$ cat config.mk
export PLATFORM = sky130hd
export DESIGN_NAME = bin_to_bcd_seq
export DESIGN_NICKNAME = d
export VERILOG_FILES = /design/src/rtl/bin_to_bcd_seq.sv
export SDC_FILE = /design/constraint.sdc
export NUM_CORES = 1
export LEC_CHECK = 0
export ABC_AREA = 1
export BUFFER_PORTS_ARGS = -buffer_cell sky130_fd_sc_hd__buf_4
export CAP_MARGIN = 20
export CORE_MARGIN = 2
export CORE_UTILIZATION = 45
export DETAILED_ROUTE_END_ITERATION = 10
export GPL_TIMING_DRIVEN = 1
export HOLD_SLACK_MARGIN = 0.02
export SKIP_LAST_GASP = 1
export SLEW_MARGIN = 30
export SYNTH_ARGS = -nofsm -noshare
export SYNTH_HDL_FRONTEND = slang
export SYNTH_SLANG_ARGS = --single-unit
$ cat constraint.sdc
create_clock -name clk -period 1.5 [get_ports clk]
set_clock_uncertainty 0.05 [all_clocks]
set_input_delay 0.075 -clock clk [delete_from_list [all_inputs] [get_ports clk]]
set_output_delay 0.075 -clock clk [all_outputs]
set_load 0.03 [all_outputs]
$ cat src/rtl/bin_to_bcd_seq.sv
//------------------------------------------------------------------------------
// bin_to_bcd_seq : sequential double-dabble binary-to-BCD converter, one bit per
// clock. Define BIN_TO_BCD_SEG_EN to add the active-low 7-segment decode port.
// Revision 1.0 - initial release
//------------------------------------------------------------------------------
`default_nettype none

module bin_to_bcd_seq #(
  parameter int DATA_WIDTH = 16,
  parameter int DIGITS     = 5
) (
  input  logic                    clk,
  input  logic                    rst,
  input  logic                    start,
  input  logic [DATA_WIDTH-1:0]   bin,
  output logic                    busy,
  output logic                    done,
`ifdef BIN_TO_BCD_SEG_EN
  output logic [4*DIGITS-1:0]     bcd,
  output logic [7*DIGITS-1:0]     seg
`else
  output logic [4*DIGITS-1:0]     bcd
`endif
);

  localparam int C_CNT_W = $clog2(DATA_WIDTH + 1);
  localparam int C_BCD_W = 4 * DIGITS;

  typedef enum logic [0:0] {
    IDLE  = 1'b0,
    SHIFT = 1'b1
  } state_t;

  state_t                r_state;
  state_t                w_state_next;
  logic [DATA_WIDTH-1:0] r_op;
  logic [C_BCD_W-1:0]    r_scratch;
  logic [C_BCD_W-1:0]    w_adj;
  logic [C_BCD_W-1:0]    w_scratch_step;
  logic [C_BCD_W-1:0]    r_bcd;
  logic [C_CNT_W-1:0]    r_cnt;
  logic [C_CNT_W-1:0]    w_cnt_step;
  logic                  w_last;
  logic                  r_done;

  // Pre-shift correction: any nibble >= 5 would become >= 10 after doubling.
  for (genvar i = 0; i < DIGITS; i++) begin : g_adj
    assign w_adj[4*i +: 4] = (r_scratch[4*i +: 4] >= 4'd5) ?
                             (r_scratch[4*i +: 4] + 4'd3) : r_scratch[4*i +: 4];
  end

  assign w_scratch_step = (w_adj << 1) | C_BCD_W'(r_op[DATA_WIDTH-1]);
  assign w_cnt_step     = r_cnt + C_CNT_W'(1);
  assign w_last         = (w_cnt_step == C_CNT_W'(DATA_WIDTH));

  always_comb begin
    w_state_next = r_state;
    case (r_state)
      IDLE:    if (start)  w_state_next = SHIFT;
      SHIFT:   if (w_last) w_state_next = IDLE;
      default: w_state_next = IDLE;
    endcase
  end

  always_ff @(posedge clk) begin
    if (rst) begin
      r_state   <= IDLE;
      r_op      <= '0;
      r_scratch <= '0;
      r_cnt     <= '0;
      r_bcd     <= '0;
      r_done    <= 1'b0;
    end else begin
      r_state <= w_state_next;
      r_done  <= 1'b0;
      case (r_state)
        IDLE: begin
          if (start) begin
            r_op      <= bin;
            r_scratch <= '0;
            r_cnt     <= '0;
          end
        end
        SHIFT: begin
          r_op      <= r_op << 1;
          r_scratch <= w_scratch_step;
          r_cnt     <= w_cnt_step;
          // Publish the post-step scratch so the result lands on the final edge.
          if (w_last) begin
            r_bcd  <= w_scratch_step;
            r_done <= 1'b1;
          end
        end
        default: ;
      endcase
    end
  end

  assign busy = (r_state == SHIFT);
  assign done = r_done;
  assign bcd  = r_bcd;

`ifdef BIN_TO_BCD_SEG_EN
  function automatic logic [6:0] seg_decode(input logic [3:0] d);
    logic [6:0] p;
    case (d)
      4'd0:    p = 7'b1000000;
      4'd1:    p = 7'b1111001;
      4'd2:    p = 7'b0100100;
      4'd3:    p = 7'b0110000;
      4'd4:    p = 7'b0011001;
      4'd5:    p = 7'b0010010;
      4'd6:    p = 7'b0000010;
      4'd7:    p = 7'b1111000;
      4'd8:    p = 7'b0000000;
      4'd9:    p = 7'b0010000;
      default: p = 7'b1111111;
    endcase
    return p;
  endfunction

  for (genvar i = 0; i < DIGITS; i++) begin : g_seg
    assign seg[7*i +: 7] = seg_decode(r_bcd[4*i +: 4]);
  end
`else
`endif

endmodule

`default_nettype wire

After elaboration in Yosys (flattened, before gate mapping)
Index checks and enable logic that the tools add are counted.
- register bits: 63
- output and inout bits: 22
- add/sub/neg operators: 6
- $lt $le $gt $ge: 5
- eq/ne operators: 2
- multiplexer cells: 15
- bitwise operators: 2
- reduce and logical (&&, ||, !) cells: 2
- operators by type and width (kind ; count):
    20-bit case mux with 2 select lines ; 1
    16-bit case mux with 2 select lines ; 1
    4-bit by 3-bit >= comparator with 1-bit output, second input constant ; 5
    20-bit two-way mux ; 1
    20-bit by 1-bit bitwise OR with 20-bit output ; 1
    4-bit by 2-bit adder with 4-bit output, second input constant ; 4
    16-bit two-way mux ; 1
    4-bit two-way mux ; 4
    5-bit case mux with 2 select lines ; 1
    5-bit by 1-bit adder with 5-bit output, second input constant ; 1
    5-bit equality test, second input constant ; 1
    5-bit two-way mux ; 1
    3-bit by 2-bit adder with 3-bit output, second input constant ; 1
    1-bit two-way mux ; 3
    3-bit two-way mux ; 1
    2-bit inequality test, second input constant ; 1
    1-bit case mux with 2 select lines ; 1
    2-bit AND reduction ; 1
    2-bit OR reduction ; 1
    1-bit NOT ; 1

Logic depth before layout (Yosys ltp)
Gate-level depths: netlist of the first run.
- depth after elaboration: 4
- gate-level depth with buffers: 9
- mapped depth without buffers: 9

Worst setup path before layout of the first run
No wires, ideal clock.
- path kind: flip-flop to flip-flop
- start point: register r_cnt[0]
- end point: register r_bcd[0], in the netlist bcd[0]
- arrival time: 1.231 ns
- data required time: 1.337 ns
- slack: 0.106 ns
- cell stages (with the launch flop): 10
- path buffers: 1
- clock period less this slack: 1.394 ns
- path through: dfxtp_1 ha_1 nand3_2 nand2_1 nand2_1 nor2_1 nand2_2 buf_6 nand3_2 nand2_1
- word-level cells in the longest chain between the ends: 3
- ends and longest elaborated chain (what ; line ; text):
    start: declaration ; 41 ; logic [C_CNT_W-1:0] r_cnt;
    start signal: assignment ; 87 ; r_cnt <= w_cnt_step;
    5-bit by 1-bit adder with 5-bit output ; 53 ; assign w_cnt_step = r_cnt + C_CNT_W'(1);
    5-bit equality test ; 54 ; assign w_last = (w_cnt_step == C_CNT_W'(DATA_WIDTH));
    2-bit AND reduction (no source line) ; n/a ;
    end signal: assignment ; 90 ; r_bcd <= w_scratch_step;
    end: declaration ; 40 ; logic [C_BCD_W-1:0] r_bcd;
Every way passes these cells.
A chain may end at the register's enable or synchronous reset.

Worst setup path after layout of the first run
- start point: register r_cnt[1]
- end point: register r_bcd[7], in the netlist bcd[7]
Same word-level chain as after synthesis.

==> results of run 1 <==
-- routing by layer --
layer,GRT usage [%],share of wire (%),vias up
met5,0,0,-
met4,6.38,1.2,0
met3,5.17,2.7,9
met2,32.9,51,38
met1,22.6,46,1427
li1,-,-,1622
-- power by group through the flow --
stage	clock (W)	sequential, W	combinational [W]
CTS	0.00127	0.00172	0.000280
global placement	0	0.00176	0.000252
detailed placement	0	0.00176	0.000256
finish	0.00122	0.00173	0.000289
global route	0.00135	0.00173	0.000320
floorplan	0	0.00176	0.000163
-- synthesized netlist by cell type (all sizes together), types with 2 or more instances --
cell type / number
nand2: 142
nand3: 95
dfxtp: 63
inv: 49
a21oi: 36
buf: 18
o21ai: 15
ha: 11
a22oi: 9
nor2: 8
clkbuf: 6
nand4: 3
o211ai: 2
-- through the flow --
stage	power, W	area (sq um)	setup slack [ps]	hold WS, ps
detailed placement	0.00202	3780	-95.7	335
global route	0.00340	4250	-57.7	43.8
finish	0.00324	4250	39.1	32.7
global placement	0.00201	3780	-291	318
CTS	0.00327	4060	-13.7	23.3
floorplan	0.00192	3290	106	193
-- timing repair --
| item | 4_1_cts | 5_1_grt |
|---|---|---|
| hold endpoints to repair | 11 | 0 |
| pin swaps | 2 | 12 |
| hold buffers | 11 | 0 |
| buffers inserted | 0 | 1 |
| setup endpoints to repair | 30 | 44 |
| gates cloned | 0 | 4 |
| resized for setup | 3 | 42 |
-- registers in the layout, summed over array words and instances (netlist names) --
name       flops
bcd           20
r_scratch     20
r_op          16
r_cnt          5
busy           1
done           1
-- placed cells by master (no fill, tap or decap), types with 2 or more instances in the layout --
| cell | count |
|---|---|
| nand4_1 | 3 |
| nand3_4 | 2 |
| a21oi_1 | 36 |
| nand3_1 | 68 |
| dlygate4sd3_1 | 11 |
| nand2_1 | 133 |
| inv_1 | 41 |
| ha_1 | 10 |
| inv_2 | 9 |
| o21ai_0 | 11 |
| nand2_2 | 5 |
| nand3_2 | 25 |
| dfxtp_2 | 8 |
| nand2_4 | 4 |
| o21ai_4 | 2 |
| nor2_1 | 3 |
| a22oi_1 | 9 |
| nor2_4 | 3 |
| clkbuf_8 | 10 |
| o211ai_1 | 2 |
| dfxtp_1 | 55 |
| buf_4 | 56 |
| o21ai_2 | 2 |
| nor2_2 | 3 |
| buf_12 | 6 |
| clkbuf_16 | 2 |
| clkinv_2 | 2 |
-- layout make-up --
class | count | area (sq um)
fill | 692 | 2920
clock buffer | 11 | 141
clock inverter | 2 | 10.0
sequential | 63 | 1270
multi-input combinational | 323 | 1810
inverter | 50 | 188
tap | 99 | 124
timing repair buffer | 76 | 712
-- cell families after synthesis --
kind of cell / count (synthesis) / synth area share, %
and+or+nand+nor: 249 / 36.3
buffers and inverters: 74 / 10.4
DFF: 63 / 38.4
AOI/OAI and AO/OA: 62 / 10.7
adders and majority gates: 11 / 4.19
-- critical path, delay by kind of cell, from the launching register on --
family	cells	cell delay, ps
simple gates	6	610
flops	1	350
buf+inv	1	200
fa+ha+maj	1	170
-- how the worst max path moves through the flow --
stage          startpoint       endpoint  slack (ps)
3_5_place_dp         busy         bcd[8]        -100
6_report         r_cnt[1]         bcd[7]          40
5_1_grt          r_cnt[3]         bcd[8]         -60
4_1_cts          r_cnt[0]        bcd[19]         -10
2_1_floorplan    r_cnt[0]         bcd[0]         110
3_3_place_gp         busy  r_scratch[11]        -290
==> results_dict.tcl, run 1 <==
set metrics [dict create \
    outcome "complete, no violations" \
    crit_type "reg -> reg" \
    drive_gt1_share_pct 26.9 \
    clock-root-buffer "clkbuf_8" \
    cts_inserted_buffers 9 \
    grt_pass1_vias 2724 \
    p_int_w 0.00244 \
    dp.cells 595 \
    drv_slew 0 \
    r2r_slack_ps 40 \
    ys.flop_type "dfxtp_1" \
    max_stage_delay_ps 350 \
    yosys-top-cells-area "dfxtp_1 38%, nand2_1 16%, nand3_1 11%, nand3_2 6.7%, a21oi_1 5.5%" \
    die_y_um 89.5 \
    slew_headroom_pct 61.3 \
    die_x_um 89.5 \
    initial_utilization_pct 45.8 \
    post_drt_wl_per_cell_um 12.3 \
    yosysUniqueCellTypes 24 \
    crit_required_ps 1730 \
    final.setup.tns_ps 0 \
    layout.cells.non_filler 624 \
    cts.htree.levels 3 \
    syn_to_final_growth_pct 29.3 \
    io_buffers 40 \
    grt_usage_pct 19.0 \
    io_pins 41 \
    p_clk_share_pct 37.7 \
    hold_violations 0 \
    reg2reg_depth 8 \
    post-route-min-period_ps 1460 \
    synth_edf_count 0 \
    avgSynthCellArea_sq_um 7.16 \
    leakage_nw 1.99 \
    worstHoldStart "bin[15]" \
    async_reset_ff_share_pct 0 \
    drv_cap 0 \
    worstSetupStartpointType "flip-flop" \
    crit_slowest_cell "dfxtp_2" \
    syn_nets 489 \
    antenna_found_initial 0 \
    grt_pass1_wl_mm 11.8 \
    cp.arrival_ps 1690 \
    p_seq_share_pct 53.3 \
    nets 553 \
    whs_path_depth 5 \
    final_core_util_pct 59.3 \
    drc 0 \
    wl_mm 7.67 \
    irDropWorstVdd_uv 468 \
    fin_crit_sh_pct 97.4 \
    power_frac_comb_pct 8.9 \
    yosys_warnings 0 \
    cts.reportedPaths.clkPinSlew_ps 60 \
    dieArea_sq_um 8010 \
    path_common_cell "nand3_4" \
    dr.pass1.iters 4 \
    first_iter_violations 138 \
    coreArea_sq_um 7180 \
    switching_share_pct 24.7 \
    grt_start_max_net_pins 42 \
    ys_seq_area_share_pct 38.4 \
    syn_inst 459 \
    tritoncts "built" \
    p_switching_w 0.000801 \
    clk_latency_ps 340 \
    reg2reg_from "r_cnt[1]" \
    yosysTopAreaCellShare_pct 38.4 \
    clockBufferDepth 2 \
    ant_nets 0 \
    crit_chain "ha_4 > nand3_4 > nand2_4 > nand3_4 > nor2_4 > buf_4 > nand3_1 > nand2_1" \
    p_per_area_nw_per_um2 762 \
    routabilityCongestion 0.879 \
    worstHoldEndpoint "r_op[15]" \
    avgViaCountPerCell 4.96 \
    vias 3096 \
    syn_area_sq_um 3290 \
    rsz0062_at_grt "yes" \
    hpwl_mm 4.81 \
    synth_seq_cells 63 \
    yosysTopAreaCell "dfxtp_1" \
    r2r-end "bcd[7]" \
    cts.sinks 63 \
    setup_viol 0 \
    worst_slew_pin_slew_ps 580 \
    max_freq_mhz 684 \
    rows 31 \
    worstHoldPathType "in -> reg" \
    grt_overflow 0 \
    endpoint_kind "flip-flop" \
    n_antenna_cell 0 \
    cp_max_fo 5 \
]
Note: power is estimated with default switching activity, not from simulation.
==> run 2: changes to the inputs <==
--- a/config.mk
+++ b/config.mk
@@ -10,6 +10,7 @@
 export CAP_MARGIN = 20
 export CORE_MARGIN = 2
 export CORE_UTILIZATION = 45
+export CTS_CLUSTER_SIZE = 24
 export DETAILED_ROUTE_END_ITERATION = 10
 export GPL_TIMING_DRIVEN = 1
 export HOLD_SLACK_MARGIN = 0.02
==> constraint.sdc (replaced) <==
create_clock -name clk -period 1.8 [get_ports clk]
set_clock_uncertainty 0.05 [all_clocks]
set_input_delay 0.09 -clock clk [delete_from_list [all_inputs] [get_ports clk]]
set_output_delay 0.09 -clock clk [all_outputs]
set_load 0.03 [all_outputs]
==> results_dict.tcl, run 2 (synthesis results as in run 1) <==
set metrics [dict create \
    outcome "complete, no violations" \
    rsz0062_at_grt "no" \
    post_drt_wl_per_cell_um 11.7 \
    endpoint_kind "primary output" \
    tritoncts "built" \
    drc 0 \
    syn_to_final_growth_pct 20.4 \
    setup_slack_ps 133 \
    fillers 756 \
    routabilityCongestion 0.842 \
    whs_path_depth 5 \
    irDropWorstVdd_uv 526 \
    drv_cap 0 \
    worstHoldEndpoint "r_op[1]" \
    grt_start_max_net_pins 27 \
    grt_overflow 0 \
    mostFrequentLayoutCell "nand2_1" \
    cts_inserted_buffers 9 \
    pre_cts_ws_ps 94.5 \
    r2r_slack_ps 200 \
    nets 537 \
    final.setup.tns_ps 0 \
    grt_pass1_vias 2817 \
    worst_slew_pin_slew_ps 521 \
    first_iter_violations 116 \
    crit_required_ps 1660 \
    p_total_w 0.00286 \
    die_x_um 89.5 \
    r2r-end "bcd[14]" \
    cts.htree.levels 3 \
    post-route-min-period_ps 1670 \
    dr.pass1.iters 4 \
    fin_crit_sh_pct 92.6 \
    clk_latency_ps 340 \
    grt_usage_pct 19.3 \
    post_cts_buffers 0 \
    drv_slew 0 \
    avgViaCountPerCell 4.97 \
    ant_nets 0 \
    p_per_area_nw_per_um2 722 \
    leakage_nw 1.87 \
    hpwl_mm 4.84 \
    wl_mm 7.13 \
    drive_gt1_share_pct 19.9 \
    final_cell_mix "139 x nand2_1, 73 x nand3_1, 63 x dfxtp_1, 50 x buf_4, 47 x inv_1" \
    cts.sinks 63 \
    worstHoldPathType "in -> reg" \
    rows 31 \
    cp_max_fo 24 \
    multi_input_comb_area_sq_um 1700 \
    cts.reportedPaths.clkPinSlew_ps 60 \
    clock-root-buffer "clkbuf_8" \
    dieArea_sq_um 8010 \
    die_y_um 89.5 \
    clockBufferDepth 2 \
    slew_headroom_pct 65.2 \
    worstSetupStartpointType "flip-flop" \
    regArea_sq_um 1260 \
    worstHoldStart "bin[1]" \
    initial_utilization_pct 45.8 \
    crit_type "reg -> out" \
    n_antenna_cell 0 \
    setup_viol 0 \
    hold_violations 0 \
    reg2reg_from "r_cnt[0]" \
    reg2reg_depth 9 \
    grt_pass1_wl_mm 12.2 \
    antenna_found_initial 0 \
    max_freq_mhz 600 \
    io_buffers 40 \
    vias 3037 \
    io_pins 41 \
    coreArea_sq_um 7180 \
    cp.arrival_ps 1530 \
]
-- run 2: per-stage QoR --
| stage | instance area (sq um) | cells | utilization [%] | hold WS, ps |
|---|---|---|---|---|
| 6_report | 3960 | 611 | 55.2 | 24.9 |
| 5_1_grt | 3960 | 611 | 55.2 | 43.3 |
| 4_1_cts | 3940 | 611 | 55.0 | 20.6 |
| 3_5_place_dp | 3650 | 585 | 50.9 | 335 |
| 3_3_place_gp | 3650 | 585 | 50.9 | 334 |
| 2_1_floorplan | 3290 | 459 | - | 208 |
-- run 2: final cells by class --
type / instances / area share (%)
well taps: 99 / 3.13
repair buffers: 61 / 12.5
inverters: 50 / 4.74
multi-input cells: 322 / 43.0
flip-flops and latches: 63 / 31.9
clock buffers: 12 / 3.67
clock inverters: 4 / 1.14
-- run 2: metal layers --
metal,GRT usage [%],share of wire [%],up-vias
met5,0,0,-
met4,5.83,1.2,0
met3,6.09,3.4,8
met2,33.1,50,49
met1,23.0,46,1376
li1,-,-,1604
-- run 2: worst max-delay path, stage by stage, from the launching register on --
cell and delay [ps]:
dfxtp_1 370, buf_4 270, buf_4 320, buf_4 220
-- run 2: how the worst max path moves through the flow --
stage	startpoint	endpoint	slack, ps	depth (start not counted)
floorplan	r_cnt[0]	bcd[0]	410	9
global placement	r_cnt[0]	bcd[18]	130	9
detailed placement	busy	r_scratch[7]	90	4
CTS	busy	r_scratch[6]	80	4
global route	r_scratch[0]	bcd[2]	50	9
finish	busy	busy	130	3
-- run 2: report_power, final --
group	internal [W]	switching [W]	leakage (nW)
registers	0.00142	0.0000169	0.510
clock network	0.000671	0.000530	0.100
logic	0.0000866	0.000133	1.26
-- run 2: what timing repair did --
item | CTS | global route
endpoints found under the setup margin | 0 | 33
hold endpoints to repair | 10 | 0
hold buffers | 10 | 0
resized for setup | 0 | 4
==> run 3: changes to the inputs <==
--- a/config.mk
+++ b/config.mk
@@ -9,7 +9,7 @@
 export BUFFER_PORTS_ARGS = -buffer_cell sky130_fd_sc_hd__buf_4
 export CAP_MARGIN = 20
 export CORE_MARGIN = 2
-export CORE_UTILIZATION = 45
+export CORE_UTILIZATION = 38
 export CTS_CLUSTER_SIZE = 24
 export DETAILED_ROUTE_END_ITERATION = 10
 export GPL_TIMING_DRIVEN = 1
==> results_dict.tcl, run 3 (synthesis results as in run 1) <==
set metrics [dict create \
    max_stage_delay_ps 350 \
    drive_gt1_share_pct 19.8 \
    coreArea_sq_um 8300 \
    grt_start_max_net_pins 27 \
    hold_violations 0 \
    clock-root-buffer "clkbuf_8" \
    crit_chain "inv_1 > ha_1 > inv_1 > o21ai_2 > nand2_1 > nand2_1 > nand2_1 > nand3_1 > nand2_1" \
    nets 540 \
    fin_crit_sh_pct 85.5 \
    irDropWorstVdd_uv 339 \
    reg2reg_depth 9 \
    wl_mm 6.99 \
    die_y_um 97.0 \
    cts_inserted_buffers 9 \
    first_iter_violations 107 \
    rows 33 \
    crit_type "reg -> reg" \
    worstHoldStart "bin[1]" \
    dr.pass1.iters 4 \
    max_freq_mhz 650 \
    drv_cap 0 \
    p_per_area_nw_per_um2 750 \
    slew_headroom_pct 76.8 \
    avgViaCountPerCell 4.79 \
    regArea_sq_um 1260 \
    multi_input_comb_area_sq_um 1690 \
    final_core_util_pct 48.2 \
    outcome "complete, no violations" \
    drc 0 \
    cts_resized 0 \
    syn_to_final_growth_pct 21.6 \
    cts.reportedPaths.clkPinSlew_ps 60 \
    setup_viol 0 \
    die_x_um 97.0 \
    grt_usage_pct 15.7 \
    fillers 825 \
    endpoint_kind "flip-flop" \
    r2r-end "bcd[2]" \
    vias 2962 \
    path_common_cell "nand2_1" \
    crit_slowest_cell "dfxtp_1" \
    post_drt_wl_per_cell_um 11.3 \
    tritoncts "built" \
    routabilityCongestion 0.823 \
    final.setup.tns_ps 0 \
    r2r_slack_ps 260 \
    worstSetupStartpointType "flip-flop" \
    final_cell_mix "139 x nand2_1, 73 x nand3_1, 63 x dfxtp_1, 52 x buf_4, 47 x inv_1" \
    grt_pass1_vias 2761 \
    dieArea_sq_um 9410 \
    whs_path_depth 5 \
    cp.arrival_ps 1720 \
    leakage_nw 1.88 \
    cts.htree.levels 3 \
    grt_overflow 0 \
    crit_required_ps 1980 \
    cp_max_fo 6 \
    worstHoldPathType "in -> reg" \
    drv_slew 0 \
    grt_pass1_wl_mm 12.2 \
    ant_nets 0 \
    clockBufferDepth 2 \
    hpwl_mm 4.87 \
    reg2reg_from "r_scratch[0]" \
    n_antenna_cell 0 \
    post-route-min-period_ps 1540 \
    worstHoldEndpoint "r_op[1]" \
    antenna_found_initial 0 \
    worst_slew_pin_slew_ps 347 \
    mostFrequentLayoutCell "nand2_1" \
    io_pins 41 \
    clk_latency_ps 340 \
    rsz0062_at_grt "no" \
    initial_utilization_pct 39.6 \
    io_buffers 40 \
    cts.sinks 63 \
]
run 3: final cells by class:
cell class	count	area share [%]
Clock buffer	11	3.54
Clock inverter	4	1.75
Inverter	50	4.69
Multi-Input combinational cell	322	42.2
Sequential cell	63	31.5
Tap cell	105	3.29
Timing Repair Buffer	64	13.0
run 3: worst max-delay path: cells and delay by family (launching register included):
| kind | cells | cell delay (ps) |
|---|---|---|
| DFF | 1 | 350 |
| and+or+nand+nor | 5 | 450 |
| adders and majority gates | 1 | 160 |
| AOI/OAI and AO/OA | 1 | 230 |
| buffers and inverters | 2 | 190 |
run 3: per-stage QoR:
step / instance area, sq um / power [W] / instances / hold slack (ps) / setup slack, ps
after floorplan: 3290 / 0.00160 / 459 / 208 / 406
after global placement: 3680 / 0.00168 / 593 / 341 / 285
after detailed placement: 3680 / 0.00168 / 593 / 344 / 265
after CTS: 4000 / 0.00305 / 619 / 58.7 / 255
after global routing: 4000 / 0.00313 / 619 / 79.5 / 83.6
final: 4000 / 0.00300 / 619 / 62.3 / 261
run 3: repair_timing:
item / 4_1_cts / 5_1_grt
hold endpoints to repair: 11 / 0
hold buffers: 11 / 0
setup buffers: 0 / 0
run 3: worst max-delay path by stage:
stage                         end           from  cells past startpoint
after global routing      bcd[14]  r_scratch[12]                      9
after floorplan            bcd[0]       r_cnt[0]                      9
final                      bcd[2]   r_scratch[0]                      9
after detailed placement  bcd[19]       r_cnt[0]                      9
after global placement    bcd[19]       r_cnt[0]                      9
after CTS                 bcd[19]       r_cnt[0]                      9
run 3: metal layers:
metal / GRT usage (%) / wire length, um / vias up
li1: - / - / 1599
met4: 7.15 / 111 / 0
met5: 0 / 0 / -
met2: 25.9 / 3310 / 33
met1: 19.6 / 3370 / 1322
met3: 3.18 / 191 / 8
run 3: where the power goes:
group          internal, W  switching [W]
logic            0.0000943       0.000133
clock network     0.000806       0.000529
registers          0.00142      0.0000164
